File: config.mk
export PLATFORM = sky130hd
export DESIGN_NAME = stream_chunker
export DESIGN_NICKNAME = d
export VERILOG_FILES = /design/src/rtl/stream_chunker_pkg.sv /design/src/rtl/stream_chunker.sv
export SDC_FILE = /design/constraint.sdc
export NUM_CORES = 1
export LEC_CHECK = 0
export ABC_AREA = 0
export CORE_AREA = 2 2 447 449
export DETAILED_ROUTE_END_ITERATION = 8
export DIE_AREA = 0 0 449 451
export GPL_TIMING_DRIVEN = 0
export PLACE_DENSITY = 0.3
export SETUP_SLACK_MARGIN = 0.4
export SLEW_MARGIN = 15
export SYNTH_ARGS = -nofsm -noshare
export SYNTH_HDL_FRONTEND = slang
export SYNTH_SLANG_ARGS = --single-unit
File: constraint.sdc
create_clock -name aclk -period 8.4 [get_ports aclk]
set_clock_uncertainty 0.1 [all_clocks]
set_input_delay 1.26 -clock aclk [delete_from_list [all_inputs] [get_ports aclk]]
set_output_delay 1.26 -clock aclk [all_outputs]
set_load 0.05 [all_outputs]
File: src/rtl/stream_chunker_pkg.sv
// Shared definitions for the stream chunker: trailer field layout, FSM states
// and the byte-count helper used on tkeep.
package stream_chunker_pkg;

    localparam int TRAILER_BYTES_LSB = 0;
    localparam int TRAILER_IDX_LSB   = 32;
    localparam int TRAILER_FINAL_BIT = 64;

    // Widest tkeep the popcount helper handles (WIDTH up to 512 bits).
    localparam int MAX_BYTES = 64;

    typedef enum logic {
        ST_DATA,
        ST_TRAILER
    } chunk_state_t;

    function automatic logic [31:0] popcount(input logic [MAX_BYTES-1:0] v);
        logic [31:0] n;
        n = '0;
        for (int i = 0; i < MAX_BYTES; i++) begin
            n = n + 32'(v[i]);
        end
        return n;
    endfunction

endpackage

File: src/rtl/stream_chunker.sv
// Cuts a packed byte stream into chunks of at most CHUNK_BEATS beats and
// follows every chunk with a trailer beat (byte count, chunk index, final flag).
module stream_chunker
    import stream_chunker_pkg::*;
#(
    parameter int WIDTH       = 512,
    parameter int CHUNK_BEATS = 64
) (
    input  logic                 aclk,
    input  logic                 aresetn,

    input  logic [WIDTH-1:0]     i_data_tdata,
    input  logic [WIDTH/8-1:0]   i_data_tkeep,
    input  logic                 i_data_tlast,
    input  logic                 i_data_tvalid,
    output logic                 i_data_tready,

    output logic [WIDTH-1:0]     o_data_tdata,
    output logic [WIDTH/8-1:0]   o_data_tkeep,
    output logic                 o_data_tlast,
    output logic                 o_data_tvalid,
    input  logic                 o_data_tready,

    output chunk_state_t         dbg_state
);

    localparam int BYTES  = WIDTH / 8;
    localparam int BEAT_W = $clog2(CHUNK_BEATS + 1);

    chunk_state_t      state;
    logic [31:0]       byte_cnt;
    logic [BEAT_W-1:0] beat_cnt;
    logic [31:0]       chunk_idx;
    logic              final_r;

    logic              out_free;
    logic              accept;
    logic              load_trailer;
    logic              chunk_end;
    logic [31:0]       beat_bytes;
    logic [WIDTH-1:0]  trailer_word;

    // Handshake: a beat moves on a channel only in a cycle where tvalid and
    // tready are both high; a held tvalid keeps its payload frozen until then.
    assign out_free      = !o_data_tvalid || o_data_tready;
    assign i_data_tready = (state == ST_DATA) && out_free;
    assign accept        = i_data_tvalid && i_data_tready;
    assign load_trailer  = (state == ST_TRAILER) && out_free;
    assign chunk_end     = i_data_tlast || ((32'(beat_cnt) + 32'd1) == 32'(CHUNK_BEATS));
    assign beat_bytes    = popcount(MAX_BYTES'(i_data_tkeep));
    assign dbg_state     = state;

    // byte_cnt already includes the closing beat when the trailer is built.
    always_comb begin
        trailer_word = '0;
        trailer_word[TRAILER_BYTES_LSB +: 32] = byte_cnt;
        trailer_word[TRAILER_IDX_LSB +: 32]   = chunk_idx;
        trailer_word[TRAILER_FINAL_BIT]       = final_r;
    end

    always_ff @(posedge aclk) begin
        if (!aresetn) begin
            state         <= ST_DATA;
            byte_cnt      <= '0;
            beat_cnt      <= '0;
            chunk_idx     <= '0;
            final_r       <= 1'b0;
            o_data_tdata  <= '0;
            o_data_tkeep  <= '0;
            o_data_tlast  <= 1'b0;
            o_data_tvalid <= 1'b0;
        end else if (accept) begin
            o_data_tdata  <= i_data_tdata;
            o_data_tkeep  <= i_data_tkeep;
            o_data_tlast  <= 1'b0;
            o_data_tvalid <= 1'b1;
            byte_cnt      <= byte_cnt + beat_bytes;
            beat_cnt      <= beat_cnt + BEAT_W'(1);
            if (chunk_end) begin
                final_r <= i_data_tlast;
                state   <= ST_TRAILER;
            end
        end else if (load_trailer) begin
            o_data_tdata  <= trailer_word;
            o_data_tkeep  <= {BYTES{1'b1}};
            o_data_tlast  <= 1'b1;
            o_data_tvalid <= 1'b1;
            byte_cnt      <= '0;
            beat_cnt      <= '0;
            chunk_idx     <= final_r ? 32'd0 : chunk_idx + 32'd1;
            state         <= ST_DATA;
        end else if (o_data_tready) begin
            o_data_tvalid <= 1'b0;
        end
    end

endmodule

==> results_dict.tcl, run 1 <==
set metrics [dict create \
    status "completed" \
    ys_ff_latch 651 \
    hpwl_um 157900 \
    crit_start "i_data_tkeep[1]" \
    cts_buffers 91 \
    min_period_over_period_pct 92.75 \
    syn_nets 3266 \
    grt_max_degree 13 \
    port_buffers 1160 \
    grt_overflow 0 \
    critical_path_required_ps 8900 \
    placed_area_sq_um 39680 \
    antenna_left 0 \
    die-width_um 449 \
    p_leak_uw 0.01544 \
    tightest_slew_ps 1167 \
    drt-initial-drc-count 1841 \
    nets 4519 \
    wl_per_cell_um 29.06 \
    cts_tree "done" \
    die_height_um 451 \
    dr.pass1.iters 5 \
    cp_slowest_cell "fa_1" \
    hold_path_end "o_data_tdata[152]" \
    hold_path_depth 2 \
    ys_types 51 \
    grt_pass1_vias 25449 \
    placedCellCount 6416 \
    syn_inst 2600 \
    cts_root_buf "clkbuf_16" \
    endpoint_kind "flip-flop" \
    cp.arrival_ps 8290 \
    die_area_sq_um 202500 \
    rrSetupSlack_ps 1930 \
    crit_top_cell "fa_1" \
    busiest_layer "met2" \
    cts.sinks 651 \
    grt.met2_usage_pct 31.18 \
    routabilityCongestion 0.9053 \
    layout_commonest_cell "clkdlybuf4s50_1" \
    grt_pass1_wl_um 248800 \
    clkTransAtPathRegs_ps 50 \
    worstPathMaxFanout 3 \
    crit_chain "clkdlybuf4s50_1 -> fa_1 -> inv_1 -> fa_1 -> fa_1 -> fa_1 -> fa_1 -> fa_1 -> fa_1 -> fa_1 -> fa_1 -> fa_1 -> nor2b_1 -> o2111ai_1 -> a21oi_1 -> o21ai_1 -> or4_1 -> mux2i_1" \
    routed_via_density 3.873 \
    synthToLayoutAreaGrowth_pct 72.71 \
    async_reset_ff_share_pct 0 \
    placementRows 164 \
    final_area_sq_um 42730 \
    power_density_nw_per_um2 298.0 \
    finalPower_uw 12730 \
    track_usage_pct 18.18 \
    synth_edf_count 0 \
    avgSynthCellArea_sq_um 9.516 \
    worstHoldStart "o_data_tdata[152]" \
    ys_seq_area_share_pct 52.67 \
    grt.met3_usage_pct 4.268 \
    final_cell_mix "1159 x clkdlybuf4s50_1, 651 x dfxtp_1, 517 x a22oi_1" \
    min_period_ps 7791 \
    synth_top_area_cell "dfxtp_1" \
    max_freq_mhz 128.4 \
    wirelength_um 191500 \
    grt_setup_unrepaired "no" \
    drv_cap 0 \
    ys.flop_type "dfxtp_1" \
    r2r_end "byte_cnt[18]" \
    start_util_pct 12.48 \
    reg2reg_depth 16 \
    clockBufferDepth 3 \
    hold_violations 0 \
    ir_drop_mv 0.6605 \
    crit_family "adder cells" \
    cts-htree-levels 3 \
    post-route-drc-count 0 \
    use_met1_pct 22.73 \
    cp_num_buf_inv 2 \
    r2r-start "byte_cnt[0]" \
    finalSetupViolations 0 \
    synth_area_sq_um 24740 \
    core_area_sq_um 198200 \
    yosysTopAreaCellShare_pct 52.67 \
    final-instance-count-excl-fill 6588 \
    insertion_delay_ps 720 \
    critical_path_class "input port to flip-flop" \
    vias 25516 \
    yosys_warnings 0 \
    slew_headroom_pct 22.17 \
    drive_gt1_share_pct 5.227 \
    slew_violations 0 \
    ios 1161 \
    min_path_type "flip-flop to flip-flop" \
    path_depth 18 \
    fillerInstances 21904 \
    synth_area_leaders "dfxtp_1 53%, a22oi_1 16%, nor2_1 6.7%" \
    antenna_found_initial 59 \
    crit_path_start_kind "input port" \
    cpPeakStageDelay_ps 630 \
]
==> cell usage after synthesis, drive strengths merged (2+ instances only) <==
cell and count:
o41ai 11, inv 104, o2111ai 11, xnor2 15
dfxtp 651, and4 2, ha 29, a21boi 5
clkbuf 155, nand3b 4, xor2 17, nor3b 2
a31o 3, nand2 101, or3 4, a41o 7
nand4 15, a2111oi 5, and3 15, o22ai 25
and2 8, nand2b 7, a21oi 119, a22oi 517
nor4 3, mux2i 7, nor2 440, a31oi 2
nand3 30, o21ai 55, nor2b 88, a21o 2
nor3 8, buf 69, fa 56
==> area by class of cell <==
class / count / area [sq um] / area share, %
diodes: 10 / 25.02 / 0.05856
plain buffers: 224 / 913.4 / 2.137
clock buffers: 137 / 2753 / 6.442
clock inverters: 25 / 265.3 / 0.6207
inverters: 104 / 390.4 / 0.9135
multi-input cells: 1621 / 10420 / 24.38
flip-flops and latches: 651 / 13030 / 30.50
well taps: 2656 / 3323 / 7.777
repair buffers: 1160 / 11610 / 27.18
==> sequential cells by signal, indices dropped and copies added, names as in the netlist <==
name	count
dbg_state	1
o_data_tlast	1
beat_cnt	7
final_r	1
byte_cnt	32
o_data_tkeep	64
o_data_tdata	512
chunk_idx	32
o_data_tvalid	1
==> tightest hold or removal path, cell delays in order (launching register included) <==
cell and delay [ps]:
dfxtp_1 320, a22oi_1 60, nor2_1 80
==> how the worst max path moves through the flow <==
stage                              end  slack (ps)
final                     byte_cnt[18]         610
after global routing      byte_cnt[28]         430
after CTS                 byte_cnt[28]         470
after detailed placement  byte_cnt[28]        -360
after global placement    byte_cnt[28]        -360
after floorplan           byte_cnt[13]        1090
==> logic make-up after synthesis <==
logic type,Yosys count,share of synthesized area [%]
compound gates,766,21.71
simple gates,731,12.97
flops,651,52.67
buf+inv,328,5.229
fa+ha+maj,85,5.997
xor+xnor,32,1.133
mux,7,0.2832
==> where the power goes <==
part	switching [uW]	total (uW)	leakage, uW	internal, uW
sequential	153	3450	0.00534	3290
combinational	3140	5280	0.00861	2130
clock	1660	4010	0.00148	2350
==> layer usage <==
metal	vias to the layer above	part of all wire, %
met2	850	49
li1	11706	-
met1	12739	43
met5	-	0.037
met4	10	2.2
met3	211	5.6
==> metrics by stage <==
stage	utilization (%)	worst slack [ps]	setup TNS [ps]	hold WS, ps
after CTS	21.54	466.9	0	394.8
after global placement	20.02	-363.2	-3810	374.3
final	21.56	608.8	0	393.4
after global routing	21.55	434.8	0	413.4
after floorplan	-	1085	0	348.5
after detailed placement	20.02	-364.8	-3687	380.5
==> what timing repair did <==
| item | CTS | global route |
|---|---|---|
| resized for setup | 0 | 8 |
| setup buffers | 0 | 0 |
| hold buffers | 0 | 0 |
| setup endpoints to repair | 0 | 11 |
Note: power is estimated with default switching activity, not from simulation.
==> run 2, diff against run 1 <==
- GPL_TIMING_DRIVEN: 0 -> default
- SETUP_SLACK_MARGIN: 0.4 -> 0.15
==> results_dict.tcl, run 2 (same netlist as run 1, synthesis figures left out) <==
set metrics [dict create \
    routabilityCongestion 0.8837 \
    hold_violations 0 \
    vias 24643 \
    synthToLayoutAreaGrowth_pct 71.02 \
    drive_gt1_share_pct 5.059 \
    fillerInstances 21788 \
    crit_path_start_kind "input port" \
    cp.arrival_ps 8010 \
    post-route-drc-count 0 \
    power_density_nw_per_um2 292.7 \
    die_area_sq_um 202500 \
    grt_max_degree 193 \
    hpwl_um 134800 \
    p_leak_uw 0.01527 \
    slew_violations 0 \
    crit_chain "clkdlybuf4s50_1 -> fa_1 -> inv_1 -> fa_1 -> inv_1 -> fa_1 -> inv_1 -> fa_1 -> fa_1 -> fa_1 -> fa_1 -> fa_1 -> fa_1 -> fa_1 -> nor2b_1 -> o2111ai_1 -> a21oi_1 -> o21ai_2 -> buf_4 -> o2111ai_1 -> o41ai_1" \
    wl_per_cell_um 27.29 \
    core_area_sq_um 198200 \
    tightest_slew_ps 1138 \
    setup_tns_ps 0 \
    finalSetupViolations 0 \
    insertion_delay_ps 710 \
    cts_root_buf "clkbuf_16" \
    register_area_sq_um 13030 \
    rrSetupSlack_ps 2200 \
    ir_drop_mv 0.5909 \
    min_period_over_period_pct 89.79 \
    cp_slowest_cell "fa_1" \
    multi_input_area_sq_um 10440 \
    ios 1161 \
    cts-htree-levels 3 \
    post-route-util_pct 21.35 \
    cts_setup_buffers 0 \
    cts_tree "done" \
    grt_overflow 0 \
    grt_pass1_vias 24283 \
    antenna_left 0 \
    hold_path_depth 2 \
    reg.largest.list "o_data_tdata x512, o_data_tkeep x64" \
    die-width_um 449 \
    final_cell_mix "1159 x clkdlybuf4s50_1, 651 x dfxtp_1, 517 x a22oi_1" \
    cts.sinks 651 \
    cp_num_buf_inv 5 \
    path_depth 21 \
    port_buffers 1160 \
    placementRows 164 \
    start_util_pct 12.48 \
    crit_family "adder cells" \
    drt-initial-drc-count 1854 \
    cts_buffers 93 \
    min_period_ps 7542 \
    reg2reg_depth 17 \
    die_height_um 451 \
    cts-resized-gates 0 \
    antenna_found_initial 56 \
    final_area_sq_um 42320 \
    wirelength_um 174700 \
    max_freq_mhz 132.6 \
    ctsHoldBuffers 0 \
    drv_cap 0 \
    routed_via_density 3.850 \
    critical_path_class "input port to flip-flop" \
    dr.pass1.iters 6 \
    worstPathMaxFanout 20 \
    grt_setup_unrepaired "no" \
    clockBufferDepth 3 \
    track_usage_pct 16.60 \
    largest-register "o_data_tdata" \
    cpPeakStageDelay_ps 590 \
    clkTransAtPathRegs_ps 60 \
    crit_top_cell "fa_1" \
    endpoint_kind "flip-flop" \
    largest_reg_flops 512 \
    layout_commonest_cell "clkdlybuf4s50_1" \
    placed_area_sq_um 39160 \
    slew_headroom_pct 24.10 \
    critical_path_required_ps 8860 \
    min_path_type "flip-flop to flip-flop" \
    nets 4327 \
    grt_pass1_wl_um 231900 \
    status "completed" \
]
run 2: cell count changes in the layout (fill, tap and decap cells not counted), sizes merged:
cell,previous run,this run
clkinvlp,4,3
inv,106,105
diode,10,9
bufinv,3,5
buf,70,31
dlymetal6s2s,1,0
clkbuf,291,145
run 2: final cells by class:
cell class	count	area share, %
flip-flops and latches	651	30.80
repair buffers	1190	28.27
multi-input cells	1621	24.68
well taps	2656	7.853
clock buffers	145	6.609
inverters	104	0.9403
clock inverters	25	0.7983
diodes	9	0.05322
run 2: per-layer routing:
layer / routed length (um) / GRT usage, %
met1: 73120 / 20.51
met2: 87470 / 28.78
met3: 10640 / 4.091
met4: 3417 / 3.967
met5: 50 / 0
run 2: path summary, 6_finish.rpt:
check | endpoint | from
setup reg to reg | byte_cnt[28] | byte_cnt[0]
hold reg to reg | o_data_tdata[64] | o_data_tdata[64]
setup / recovery | byte_cnt[28] | i_data_tkeep[53]
hold / removal | o_data_tdata[64] | o_data_tdata[64]
run 2: per-stage QoR:
step | instances | worst slack, ps | hold slack [ps] | power (uW)
floorplan | 2600 | 1085 | 348.5 | 6873
global placement | 6222 | 117.3 | 376.3 | 8446
detailed placement | 6222 | 115.2 | 379.2 | 8384
CTS | 6392 | 928.7 | 389.8 | 12650
global route | 6397 | 616.2 | 400.4 | 13230
finish | 6401 | 857.9 | 385.9 | 12390
run 2: report_power, final:
group	switching (uW)	total (uW)	leakage, uW	internal (uW)
Sequential	150	3440	0.00534	3290
Combinational	2790	4830	0.00840	2040
Clock	1670	4120	0.00153	2440
run 2: tightest hold or removal path, cell delays in order, from the launching register on:
cell     delay, ps
dfxtp_1        310
nand2_1         50
a31oi_1         70
==> run 3, diff against run 2 <==
- HOLD_SLACK_MARGIN: default -> 0.15
- SLEW_MARGIN: 15 -> 30
==> results_dict.tcl, run 3 (same netlist as run 1, synthesis figures left out) <==
set metrics [dict create \
    grt_overflow 0 \
    crit_chain "clkdlybuf4s50_1 -> fa_1 -> inv_1 -> fa_1 -> inv_1 -> fa_1 -> inv_1 -> fa_1 -> fa_1 -> fa_1 -> fa_1 -> fa_1 -> fa_1 -> fa_1 -> nor2b_1 -> o2111ai_1 -> a21oi_1 -> o21ai_2 -> buf_4 -> o2111ai_1 -> o41ai_1" \
    hold_violations 0 \
    wl_per_cell_um 27.32 \
    cp_slowest_cell "fa_1" \
    ctsHoldBuffers 0 \
    cts_setup_buffers 0 \
    crit_path_start_kind "input port" \
    hpwl_um 134800 \
    nets 4330 \
    grt_pass1_wl_um 231900 \
    ios 1161 \
    critical_path_required_ps 8860 \
    cp_num_buf_inv 5 \
    placementRows 164 \
    largest-register "o_data_tdata" \
    cts.sinks 651 \
    reg2reg_depth 17 \
    grt_pass1_vias 24283 \
    grt.met3_usage_pct 4.091 \
    cts_tree "done" \
    whs_ps 387.5 \
    cpPeakStageDelay_ps 590 \
    worstPathMaxFanout 20 \
    die-width_um 449 \
    worstHoldStart "o_data_tdata[64]" \
    dr.pass1.iters 6 \
    r2r_end "byte_cnt[28]" \
    clockBufferDepth 3 \
    layout_commonest_cell "clkdlybuf4s50_1" \
    placedCellCount 6222 \
    tightest_slew_ps 1017 \
    hold_path_end "o_data_tdata[64]" \
    reg.largest.list "o_data_tdata x512, o_data_tkeep x64" \
    rrSetupSlack_ps 2200 \
    antenna_left 0 \
    track_usage_pct 16.60 \
    min_period_ps 7543 \
    vias 24838 \
    power_density_nw_per_um2 292.0 \
    routed_via_density 3.878 \
    cts-htree-levels 3 \
    min_path_type "flip-flop to flip-flop" \
    core_area_sq_um 198200 \
    final-instance-count-excl-fill 6405 \
    drt-initial-drc-count 1754 \
    grt.met2_usage_pct 28.78 \
    antenna_found_initial 56 \
    cts-resized-gates 0 \
    min_period_over_period_pct 89.80 \
    die_area_sq_um 202500 \
    clkTransAtPathRegs_ps 60 \
    synthToLayoutAreaGrowth_pct 71.39 \
    wirelength_um 175000 \
    critical_path_class "input port to flip-flop" \
    grt_setup_unrepaired "no" \
    ir_drop_mv 0.5826 \
    drive_gt1_share_pct 5.135 \
    r2r-start "byte_cnt[0]" \
    cp.arrival_ps 8000 \
    setup_tns_ps 0 \
    port_buffers 1160 \
    cts_buffers 93 \
    busiest_layer "met2" \
    post-route-util_pct 21.39 \
    cts_root_buf "clkbuf_16" \
    start_util_pct 12.48 \
    grt_max_degree 193 \
    hold_path_depth 2 \
    endpoint_kind "flip-flop" \
    p_leak_uw 0.01533 \
    post-route-drc-count 0 \
    drv_cap 0 \
    crit_family "adder cells" \
    use_met1_pct 20.51 \
    final_cell_mix "1159 x clkdlybuf4s50_1, 651 x dfxtp_1, 517 x a22oi_1" \
    status "completed" \
    die_height_um 451 \
    finalSetupViolations 0 \
    slew_violations 0 \
    insertion_delay_ps 700 \
    largest_reg_flops 512 \
    routabilityCongestion 0.8837 \
    crit_top_cell "fa_1" \
    slew_headroom_pct 32.18 \
    max_freq_mhz 132.6 \
]
==> run 3: final cells by class <==
type | instances | area (sq um)
repair buffers | 1193 | 12050
multi-input cells | 1621 | 10450
well taps | 2656 | 3323
diodes | 10 | 25.02
clock buffers | 145 | 2796
clock inverters | 25 | 337.8
inverters | 104 | 397.9
fillers | 21782 | 155800
flip-flops and latches | 651 | 13030
==> run 3: tightest hold or removal path: cells and delay by family (launching register included) <==
kind               cells  cell delay [ps]
and+or+nand+nor        1               50
DFF                    1              320
AOI/OAI and AO/OA      1               70
==> run 3: metrics by stage <==
step	cell area, sq um	total power (uW)	worst slack [ps]
after detailed placement	39160	8384	115.2
after floorplan	24740	6873	1085
final	42410	12380	856.5
after global placement	39160	8446	117.3
after global routing	42390	13240	616.2
after CTS	42290	12650	928.7
==> run 3: per-layer routing <==
layer,share of wire (%),vias to the layer above
met1,42,12411
met2,50,871
met3,6.1,213
met5,0.029,-
met4,2.0,8
li1,-,11335
==> run 3: worst max path at each step <==
stage | cells after the start | endpoint | slack, ps | startpoint
final | 21 | byte_cnt[28] | 860 | i_data_tkeep[53]
after global routing | 21 | byte_cnt[14] | 620 | i_data_tkeep[17]
after CTS | 21 | byte_cnt[28] | 930 | i_data_tkeep[53]
after detailed placement | 20 | byte_cnt[18] | 120 | i_data_tkeep[53]
after global placement | 20 | byte_cnt[18] | 120 | i_data_tkeep[53]
after floorplan | 21 | byte_cnt[13] | 1090 | i_data_tkeep[35]
==> run 3: report_power, final <==
group	total, uW	switching [uW]	internal [uW]	leakage [uW]
logic	4830	2790	2040	0.00845
registers	3440	150	3290	0.00534
clock network	4110	1670	2440	0.00153
